==> src/rtl/fifo_pkg.sv <==
// Shared constants and types for the fifo_basic / fifo_reader family.
package fifo_pkg;

    localparam int unsigned DATA_W_DEF   = 8;
    localparam int unsigned CNT_W_DEF    = 16;
    localparam int unsigned RD_BUF_DEPTH = 2;

    // Encoding equals buffer occupancy so the state doubles as the count.
    typedef enum logic [1:0] {
        BUF_EMPTY = 2'd0,
        BUF_ONE   = 2'd1,
        BUF_FULL  = 2'd2
    } buf_state_e;

endpackage

==> src/rtl/fifo_rd_skid.sv <==
// Two-entry FIFO-ordered output buffer: head is presented, tail backs it up.
module fifo_rd_skid
    import fifo_pkg::*;
#(
    parameter int unsigned DATA_W = DATA_W_DEF
) (
    input  logic              clk,
    input  logic              rst,
    input  logic              push,
    input  logic [DATA_W-1:0] push_data,
    input  logic              pop,
    output logic [DATA_W-1:0] head_data,
    output logic              valid,
    output logic [1:0]        count
);

    buf_state_e        state_q, state_d;
    logic [DATA_W-1:0] head_q, head_d;
    logic [DATA_W-1:0] tail_q, tail_d;

    always_ff @(posedge clk) begin
        if (rst) begin
            state_q <= BUF_EMPTY;
            head_q  <= '0;
            tail_q  <= '0;
        end else begin
            state_q <= state_d;
            head_q  <= head_d;
            tail_q  <= tail_d;
        end
    end

    always_comb begin
        state_d = state_q;
        head_d  = head_q;
        tail_d  = tail_q;
        unique case (state_q)
            BUF_EMPTY: begin
                if (push) begin
                    state_d = BUF_ONE;
                    head_d  = push_data;
                end
            end
            BUF_ONE: begin
                case ({push, pop})
                    2'b10: begin
                        state_d = BUF_FULL;
                        tail_d  = push_data;
                    end
                    2'b01:   state_d = BUF_EMPTY;
                    2'b11:   head_d  = push_data;
                    default: state_d = BUF_ONE;
                endcase
            end
            BUF_FULL: begin
                // Push without pop cannot occur: the reader never overcommits room.
                if (pop) begin
                    head_d = tail_q;
                    if (push) begin
                        tail_d = push_data;
                    end else begin
                        state_d = BUF_ONE;
                    end
                end
            end
            default: state_d = BUF_EMPTY;
        endcase
    end

    assign head_data = head_q;
    assign valid     = (state_q != BUF_EMPTY);
    assign count     = state_q;

endmodule

==> src/rtl/fifo_reader.sv <==
// Read-side master for fifo_basic; hides its one-cycle read latency behind a 2-entry buffer.
// Optional transfer counter rd_count is built when FIFO_READER_COUNT_EN is defined.
module fifo_reader
    import fifo_pkg::*;
#(
    parameter int unsigned DATA_W = DATA_W_DEF,
    parameter int unsigned CNT_W  = CNT_W_DEF
) (
    input  logic              clk,
    input  logic              rst,
    input  logic              enable,
    input  logic              fifo_empty,
    input  logic [DATA_W-1:0] fifo_dout,
    output logic              fifo_rd_en,
    output logic [DATA_W-1:0] m_data,
    output logic              m_valid,
    input  logic              m_ready,
    output logic              busy
`ifdef FIFO_READER_COUNT_EN
    ,
    output logic [CNT_W-1:0]  rd_count
`endif
);

    logic       inflight_q, inflight_d;
    logic       pop;
    logic [1:0] buf_count;
    logic [2:0] occ_after;

    assign pop = m_valid & m_ready;

    // Room check counts the byte already in flight and credits this cycle's pop.
    always_comb begin
        occ_after  = 3'(buf_count) + 3'(inflight_q) - 3'(pop);
        fifo_rd_en = !rst & enable & !fifo_empty & (occ_after < 3'(RD_BUF_DEPTH));
        inflight_d = fifo_rd_en;
    end

    always_ff @(posedge clk) begin
        if (rst) begin
            inflight_q <= 1'b0;
        end else begin
            inflight_q <= inflight_d;
        end
    end

    fifo_rd_skid #(
        .DATA_W (DATA_W)
    ) u_skid (
        .clk       (clk),
        .rst       (rst),
        .push      (inflight_q),
        .push_data (fifo_dout),
        .pop       (pop),
        .head_data (m_data),
        .valid     (m_valid),
        .count     (buf_count)
    );

    assign busy = m_valid | inflight_q;

`ifdef FIFO_READER_COUNT_EN
    logic [CNT_W-1:0] rd_count_q, rd_count_d;

    always_comb begin
        rd_count_d = rd_count_q + CNT_W'(pop);
    end

    always_ff @(posedge clk) begin
        if (rst) begin
            rd_count_q <= '0;
        end else begin
            rd_count_q <= rd_count_d;
        end
    end

    assign rd_count = rd_count_q;
`endif

endmodule
==> config.mk <==
export PLATFORM = sky130hd
export DESIGN_NAME = fifo_reader
export DESIGN_NICKNAME = d
export VERILOG_FILES = /design/src/rtl/fifo_pkg.sv /design/src/rtl/fifo_rd_skid.sv /design/src/rtl/fifo_reader.sv
export SDC_FILE = /design/constraint.sdc
export NUM_CORES = 1
export LEC_CHECK = 0
export ABC_CLOCK_PERIOD_IN_PS = 3700
export BUFFER_PORTS_ARGS = -buffer_cell sky130_fd_sc_hd__buf_4
export CORE_MARGIN = 2
export CORE_UTILIZATION = 40
export DETAILED_ROUTE_END_ITERATION = 10
export PLACE_DENSITY = 0.62
export SLEW_MARGIN = 0
export SYNTH_ARGS = -nofsm -noshare
export SYNTH_HDL_FRONTEND = slang
export SYNTH_SLANG_ARGS = --single-unit
==> constraint.sdc <==
create_clock -name clk -period 3.7 [get_ports clk]
set_input_delay 0.74 -clock clk [delete_from_list [all_inputs] [get_ports clk]]
set_output_delay 0.74 -clock clk [all_outputs]
set_load 0.02 [all_outputs]
# Word-level counts from Yosys, hierarchy flattened
# Cells that the tools add are included.
# Widths: inputs -> output; s select.
[classes]
addsub = 2
reduce_logical = 9
magnitude_cmp = 1
n_bitwise = 5
eq_ne = 12
mux = 12
[op_table]
columns = ["operator", "n"]
rows = [
  ["$mux 8", 5],
  ["$pmux 8 s3", 1],
  ["$pmux 8 s2", 1],
  ["$ne 2x2->1 const B", 6],
  ["$pmux 2 s3", 2],
  ["$reduce_and 4->1", 3],
  ["$eq 2x2->1 const B", 3],
  ["$mux 2", 3],
  ["$and 1x1->1", 4],
  ["$eq 2x1->1 const B", 2],
  ["$reduce_bool 2->1", 2],
  ["$add 2x1->3", 1],
  ["$lt 3x2->1 const B", 1],
  ["$reduce_bool 3->1", 1],
  ["$sub 3x1->3", 1],
  ["$logic_not 1->1", 2],
  ["$logic_not 2->1", 1],
  ["$ne 2x1->1 const B", 1],
  ["$or 1x1->1", 1],
]
[word_totals]
register_bits = 19
output_inout_bits = 11
word_cells = 45

# Depth between registers and ports, before layout
# Gate-level depths: netlist (run 1).
[logic_depth]
depth_word = 5
depth_mapped = 8
ltp_nobuf = 6

# Cells and area by module
# From an unflattened synthesis (run 1), not the netlist that was laid out.
[unflattened]
cells_unflattened = 107
hier_area_um2 = 1032.2
[by_module_without_submodules]
columns = ["module", "n_inst", "area_per_inst_um2", "cells_each"]
rows = [
  ["fifo_rd_skid", 1, 929.6, 96],
  ["fifo_reader", 1, 102.6, 11],
]

# Worst setup path before layout (run 1)
# OpenSTA, ideal clock, no wires.
[synth_path]
path_kind = "input to output"
from = "in m_ready"
to = "out fifo_rd_en"
slack_ns = 0.432
required_time_ns = 2.960
cell_stages = 7
arrival_ns = 2.528
path_buffers = 2
path_cell_list = "buf_6 and3b_1 buf_4 o21ai_1 fa_1 nand2_1 nor4_1"
[synth_between]
elab_chain_cells = 4
[synth_lines]
columns = ["element", "line_no", "rtl"]
rows = [
  ["from (decl)", "fifo_reader.sv:17", "input logic m_ready,"],
  ["$and 1x1->1", "fifo_reader.sv:30", "assign pop = m_valid & m_ready;"],
  ["$sub 3x1->3", "fifo_reader.sv:34", "occ_after = 3'(buf_count) + 3'(inflight_q) - 3'(pop);"],
  ["$lt 3x2->1", "fifo_reader.sv:35", "fifo_rd_en = !rst & enable & !fifo_empty & (occ_after < 3'(RD_BUF_DEPTH));"],
  ["$and 1x1->1", "fifo_reader.sv:35", ""],
  ["to (decl)", "fifo_reader.sv:14", "output logic fifo_rd_en,"],
]
# Every way passes these cells.

# Worst setup path after layout (run 1)
[layout_path]
from = "reg u_skid.state_q[1], in the netlist u_skid.count[1]"
to = "out fifo_rd_en"
[layout_between]
elab_chain_cells = 5
word_cells_on_any_way = 6
[layout_lines]
columns = ["element", "line_no", "rtl"]
rows = [
  ["from (decl)", "fifo_rd_skid.sv:17", "buf_state_e state_q, state_d;"],
  ["from (signal assigned)", "fifo_rd_skid.sv:27", "state_q <= state_d;"],
  ["branches (longest 2 deep; another with $add 2x1->3)", "n/a", ""],
  ["$sub 3x1->3 *", "fifo_reader.sv:34", ""],
  ["$lt 3x2->1 *", "fifo_reader.sv:35", ""],
  ["$and 1x1->1 *", "fifo_reader.sv:35", ""],
]
# Mark *: on every way between the ends.

==> metrics, run 1 <==
core area=0.00254 mm²; top-area cell type share of the netlist area=34.8%; io pins=24; Yosys reg bits=19; Die Ht=56.3 µm; Skew-Pair Late Insertion Delay=0.30 ns; Fmax=0.316 GHz; die area=0.00317 mm²; WHS=0.469 ns; Power Density=321 mW/mm²; Lkg Pwr=0.000538 µW; Post-synth ARST share=0%; nets@finish=144; final worst path period share=85.6%; WHS Path Cells=2; Worst setup EP type=output pin; skew final=0.00564 ns; number of remaining DRC errors=0; Area Overhead vs Synth=15.8%; first-pass GRT wire length=3.53 mm; DRT iter0 DRCs=12; synth warn=0; number of detailed-route iterations in the first pass=4; Net Count, Synth=125; Synth Cell Area=0.00109 mm²; DRT antenna net count=0; arrival time at the worst endpoint=2.43 ns; flop-to-flop setup slack=1.71 ns; distinct cell type count after synthesis=27; I/O Buffers=23; WL/cell=14.1 µm; Hold WC Path Type=register to register; crit path time final=3.17 ns; largest net degree at the start of global routing=21; outcome=complete, no violations; hpwl dp=1.56 mm; ranking of synthesized cells by area=dfxtp_1, a211oi_2, mux2i_1; Ant. Diodes=0; CTS root buffer=clkbuf_4; slowest stage delay, CP=0.61 ns; Longest Clk Path Bufs=2; Worst EP required=2.96 ns; Avg Cell Area, Syn=10.0 µm²; drt total wl=2.22 mm; Critical R2R Launch=u_skid.count[1]$_SDFFE_PP0P_; storage element area=380 µm²; post_cts resized=0; ys flop type=dfxtp_1; slew margin rel.=35.7%; Hold-fix buffers, CTS=0; CTS Buf Count=3; reg2reg end=inflight_q$_SDFF_PP0_; Std-Cell Rows=18; via count of the first global-routing pass=707; layout cells sized above 1=35.4%; leading area contributor after synthesis=dfxtp_1; Worst-path clk slew=0.11 ns; RSZ-0062 raised after global routing=no; Max rail drop VDD=0.262 mV; die width=56.3 µm; vias=858; initial core utilization=43.0%; initial antenna violation count=0; sequential fraction of the synthesis area=34.8%; setup TNS=0 ns; Max Cap Viol=0; slowest stage cell, crit path=dfxtp_1; worst-margin pin slew=0.962 ns; footprint of the multi-input gates=627 µm²; Post-CTS Setup Inserts=0; Fillers=269; Post-Syn Instances=109; CTS sink count=19; vias per cell=5.46; total gr overflow=0; reg2reg path depth=6; critical path type=register to output pin; placer congestion estimate=0.687; EDFF count, synth=0; crit-path cells=and3b_1 > buf_4 > o21ai_1 > fa_1 > nand2_1 > nor4_1 > buf_4; crit-path max FO=14; CTS tree=built; most used cell, CP=buf_4; source of the worst hold timing path=u_skid.tail_q[1]$_SDFFE_PP0P_; crit start category=register; Slew Viols, Final=0; Hold Path Sink=u_skid.tail_q[1]$_SDFFE_PP0P_; Final Hold Fails=0; # H-tree levels=1; Total GRT Usage=14.4%; Final setup viols=0
[power by group]
group	leakage (µW)	internal, µW	switching (µW)	total (µW)
logic	0.000369	39.4	40.3	79.8
clock network	0.0000150	42.0	64.0	106
registers	0.000154	212	8.16	220
[Yosys cell counts (2+ instances only)]
cell      count
nand4b_1      2
clkbuf_1      2
nand2b_1      2
o21ai_1       9
inv_1         2
buf_6         3
a21oi_1      10
buf_4         3
nand3_1       8
nand2_1       4
mux2i_1       8
ha_1          2
and3b_1       3
a21o_1        2
a211oi_2     16
dfxtp_1      19
buf_2         3
nor4_1        2
[cell type report]
type / count / area share (%)
timing repair buffer: 25 / 14.8
inverter: 2 / 0.593
sequential: 19 / 30.0
tap: 30 / 2.96
multi-input combinational: 77 / 49.5
clock buffer: 4 / 2.08
[flip-flops by register name, summed over array words and instances (netlist names)]
signal and cells:
u_skid.head_data 8, u_skid.count 2, u_skid.tail_q 8, inflight_q 1
[logic make-up (layout without fill, tap and decap cells)]
kind of cell	count (synthesis)	count (layout)	share of synthesized area, %
AOI/OAI and AO/OA	39	39	30.4
and+or+nand+nor	26	26	14.6
DFF	19	19	34.8
buffers and inverters	13	31	7.89
muxes	8	8	7.32
adders and majority gates	3	3	4.12
xor gates and xnor gates	1	1	0.801
[critical path: cells and delay by family, from the launching register on]
| kind | cells | cell delay [ns] |
|---|---|---|
| and+or+nand+nor | 3 | 0.52 |
| AOI/OAI and AO/OA | 1 | 0.11 |
| buffers and inverters | 2 | 0.40 |
| DFF | 1 | 0.61 |
| adders and majority gates | 1 | 0.49 |
[layer usage]
layer	track usage [%]	routed length, µm
met3	4.15	108
met5	0	0
met2	20.0	983
met4	2.04	0
met1	22.4	1130
[through the flow]
stage	total power (µW)	worst slack, ns	utilization (%)	instances	area [µm²]
2_1_floorplan	279	0.432	-	109	1090
3_3_place_gp	304	0.686	48.7	153	1240
3_5_place_dp	305	0.655	48.7	153	1240
4_1_cts	412	0.547	49.8	157	1270
5_1_grt	427	0.389	49.8	157	1270
6_report	406	0.533	49.8	157	1270
[placed cells by master (no fill, tap or decap)]
master    count
dfxtp_1      19
inv_1         2
o21bai_1      1
nand3_1       8
o21ai_1       9
and4b_1       1
nand3b_1      1
clkbuf_4      3
a21oi_1      10
clkbuf_1      1
a21o_4        1
nand4b_1      2
xor2_1        1
nor2b_1       1
and3b_1       3
nor4_1        2
a21o_1        2
or2_1         1
fa_1          1
nand2_1       4
or3_1         1
buf_4        25
ha_1          2
mux2i_1       8
nand2b_1      2
a211oi_2     16
[worst max-delay path by stage]
stage / from / endpoint / slack, ns / depth (start not counted)
final: u_skid.count[1]$_SDFFE_PP0P_ / fifo_rd_en / 0.53 / 7
after floorplan: m_ready / fifo_rd_en / 0.43 / 7
after global placement: m_ready / fifo_rd_en / 0.69 / 9
after detailed placement: m_ready / fifo_rd_en / 0.66 / 8
after global routing: u_skid.count[1]$_SDFFE_PP0P_ / fifo_rd_en / 0.39 / 7
after CTS: u_skid.count[1]$_SDFFE_PP0P_ / fifo_rd_en / 0.55 / 7
No activity file was read; power rests on OpenSTA's default activity.
==> inputs of run 2 (changes only) <==
--- a/config.mk
+++ b/config.mk
@@ -10,7 +10,7 @@
 export CORE_MARGIN = 2
 export CORE_UTILIZATION = 40
 export DETAILED_ROUTE_END_ITERATION = 10
-export PLACE_DENSITY = 0.62
+export PLACE_DENSITY = 0.65
 export SLEW_MARGIN = 0
 export SYNTH_ARGS = -nofsm -noshare
 export SYNTH_HDL_FRONTEND = slang
==> metrics, run 2 (synthesized netlist as in run 1, its figures left out) <==
Fillers=244; Final Instance Count excl. Fillers=157; Std-Cell Rows=18; met3 wire length=120 µm; Post-Place Cell Area=0.00124 mm²; DRT met1 WL=1.16 mm; Area Overhead vs Synth=15.8%; skew final=0.00700 ns; most common cell after layout, fill and taps aside=buf_4; Hold-fix buffers, CTS=0; CTS sink count=19; io pins=24; Die Ht=56.3 µm; dpl ws=0.650 ns; Max Cap Viol=0; die width=56.3 µm; Final setup viols=0; initial antenna violation count=0; Skew-Pair Late Insertion Delay=0.29 ns; crit-path max FO=10; first-pass GRT wire length=3.75 mm; leading cell types in the layout, fill and taps excluded=buf_4, dfxtp_1, a211oi_2; slowest stage cell, crit path=fa_1; final worst path period share=82.6%; placed insts=153; initial core utilization=43.0%; crit-path cells=buf_4 > nand2b_1 > buf_4 > inv_1 > o21ai_1 > fa_1 > nand2_1 > nor4_1 > buf_4; Max rail drop VDD=0.220 mV; drt total wl=2.22 mm; met2 routed WL=928 µm; die area=0.00317 mm²; CTS root buffer=clkbuf_4; nets@finish=144; Lkg Pwr=0.000538 µW; crit path time final=3.05 ns; hpwl dp=1.61 mm; Design Area, Final=0.00127 mm²; Final Hold Fails=0; max layer used=met4; Ant. Diodes=0; post_cts resized=0; Worst-path clk slew=0.10 ns; worst-margin pin slew=0.998 ns; layout cells sized above 1=35.4%; slowest stage delay, CP=0.50 ns; DRT iter0 DRCs=11; setup TNS=0 ns; Worst setup EP type=output pin; Power Density=319 mW/mm²; Setup WS post-layout=0.645 ns; core area=0.00254 mm²; Hold WC Path Type=register to register; total gr overflow=0; Post-CTS Setup Inserts=0; I/O Buffers=23; placer congestion estimate=0.733; Total GRT Usage=14.7%; crit start category=input pin; vias per cell=5.43; slew margin rel.=33.3%; WHS=0.472 ns; largest net degree at the start of global routing=21; Fmax=0.327 GHz; CTS tree=built; most used cell, CP=buf_4; outcome=complete, no violations; number of remaining DRC errors=0; number of detailed-route iterations in the first pass=4; vias=852; Longest Clk Path Bufs=2; DRT antenna net count=0; CTS Buf Count=3; via count of the first global-routing pass=797; Slew Viols, Final=0; RSZ-0062 raised after global routing=no; arrival time at the worst endpoint=2.31 ns; WL/cell=14.2 µm; critical path type=input pin to output pin; Worst EP required=2.96 ns; # H-tree levels=1
==> run 2: cell counts in the layout (fill, tap and decap cells not counted) <==
No cell type changed its count.
==> run 2: report_power, final <==
| group | leakage [µW] | internal [µW] | switching, µW | total, µW |
|---|---|---|---|---|
| clock | 0.0000150 | 41.9 | 62.5 | 104 |
| combinational | 0.000369 | 39.4 | 40.5 | 79.9 |
| sequential | 0.000154 | 212 | 7.92 | 220 |
| total | 0.000538 | 294 | 111 | 404 |
==> run 2: area by class of cell <==
type	count	area, µm²	share of cell area, %
tap	30	37.5	2.96
clock buffer	4	26.3	2.08
timing repair buffer	25	188	14.8
sequential	19	380	30.0
inverter	2	7.51	0.593
multi-input combinational	77	627	49.5
==> run 2: layer usage <==
metal  track usage (%)  up-vias
li1                  -      444
met1              21.8      386
met2              20.8       20
met3              3.00        2
met4              5.10        0
met5                 0        -
==> run 2: worst max-delay path: cells and delay by family <==
family,cells,cell delay (ns)
AO/OA/AOI/OAI,1,0.06
buffers and inverters,4,0.58
adder cells (fa/ha/maj),1,0.50
AND/OR/NAND/NOR,3,0.43
==> run 2: path summary, 6_finish.rpt <==
check | startpoint | to | slack [ns] | cells past startpoint
hold / removal | u_skid.tail_q[3]$_SDFFE_PP0P_ | u_skid.tail_q[3]$_SDFFE_PP0P_ | 0.47 | 2
setup / recovery | m_ready | fifo_rd_en | 0.65 | 9
setup reg to reg | inflight_q$_SDFF_PP0_ | u_skid.head_data[4]$_SDFFE_PP0P_ | 1.83 | 3
hold reg to reg | u_skid.tail_q[3]$_SDFFE_PP0P_ | u_skid.tail_q[3]$_SDFFE_PP0P_ | 0.47 | 2
==> run 2: per-stage QoR <==
step	util, %	power [µW]
finish	49.8	404
CTS	49.8	410
detailed placement	48.7	305
global route	49.8	424
global placement	48.7	303
floorplan	-	279
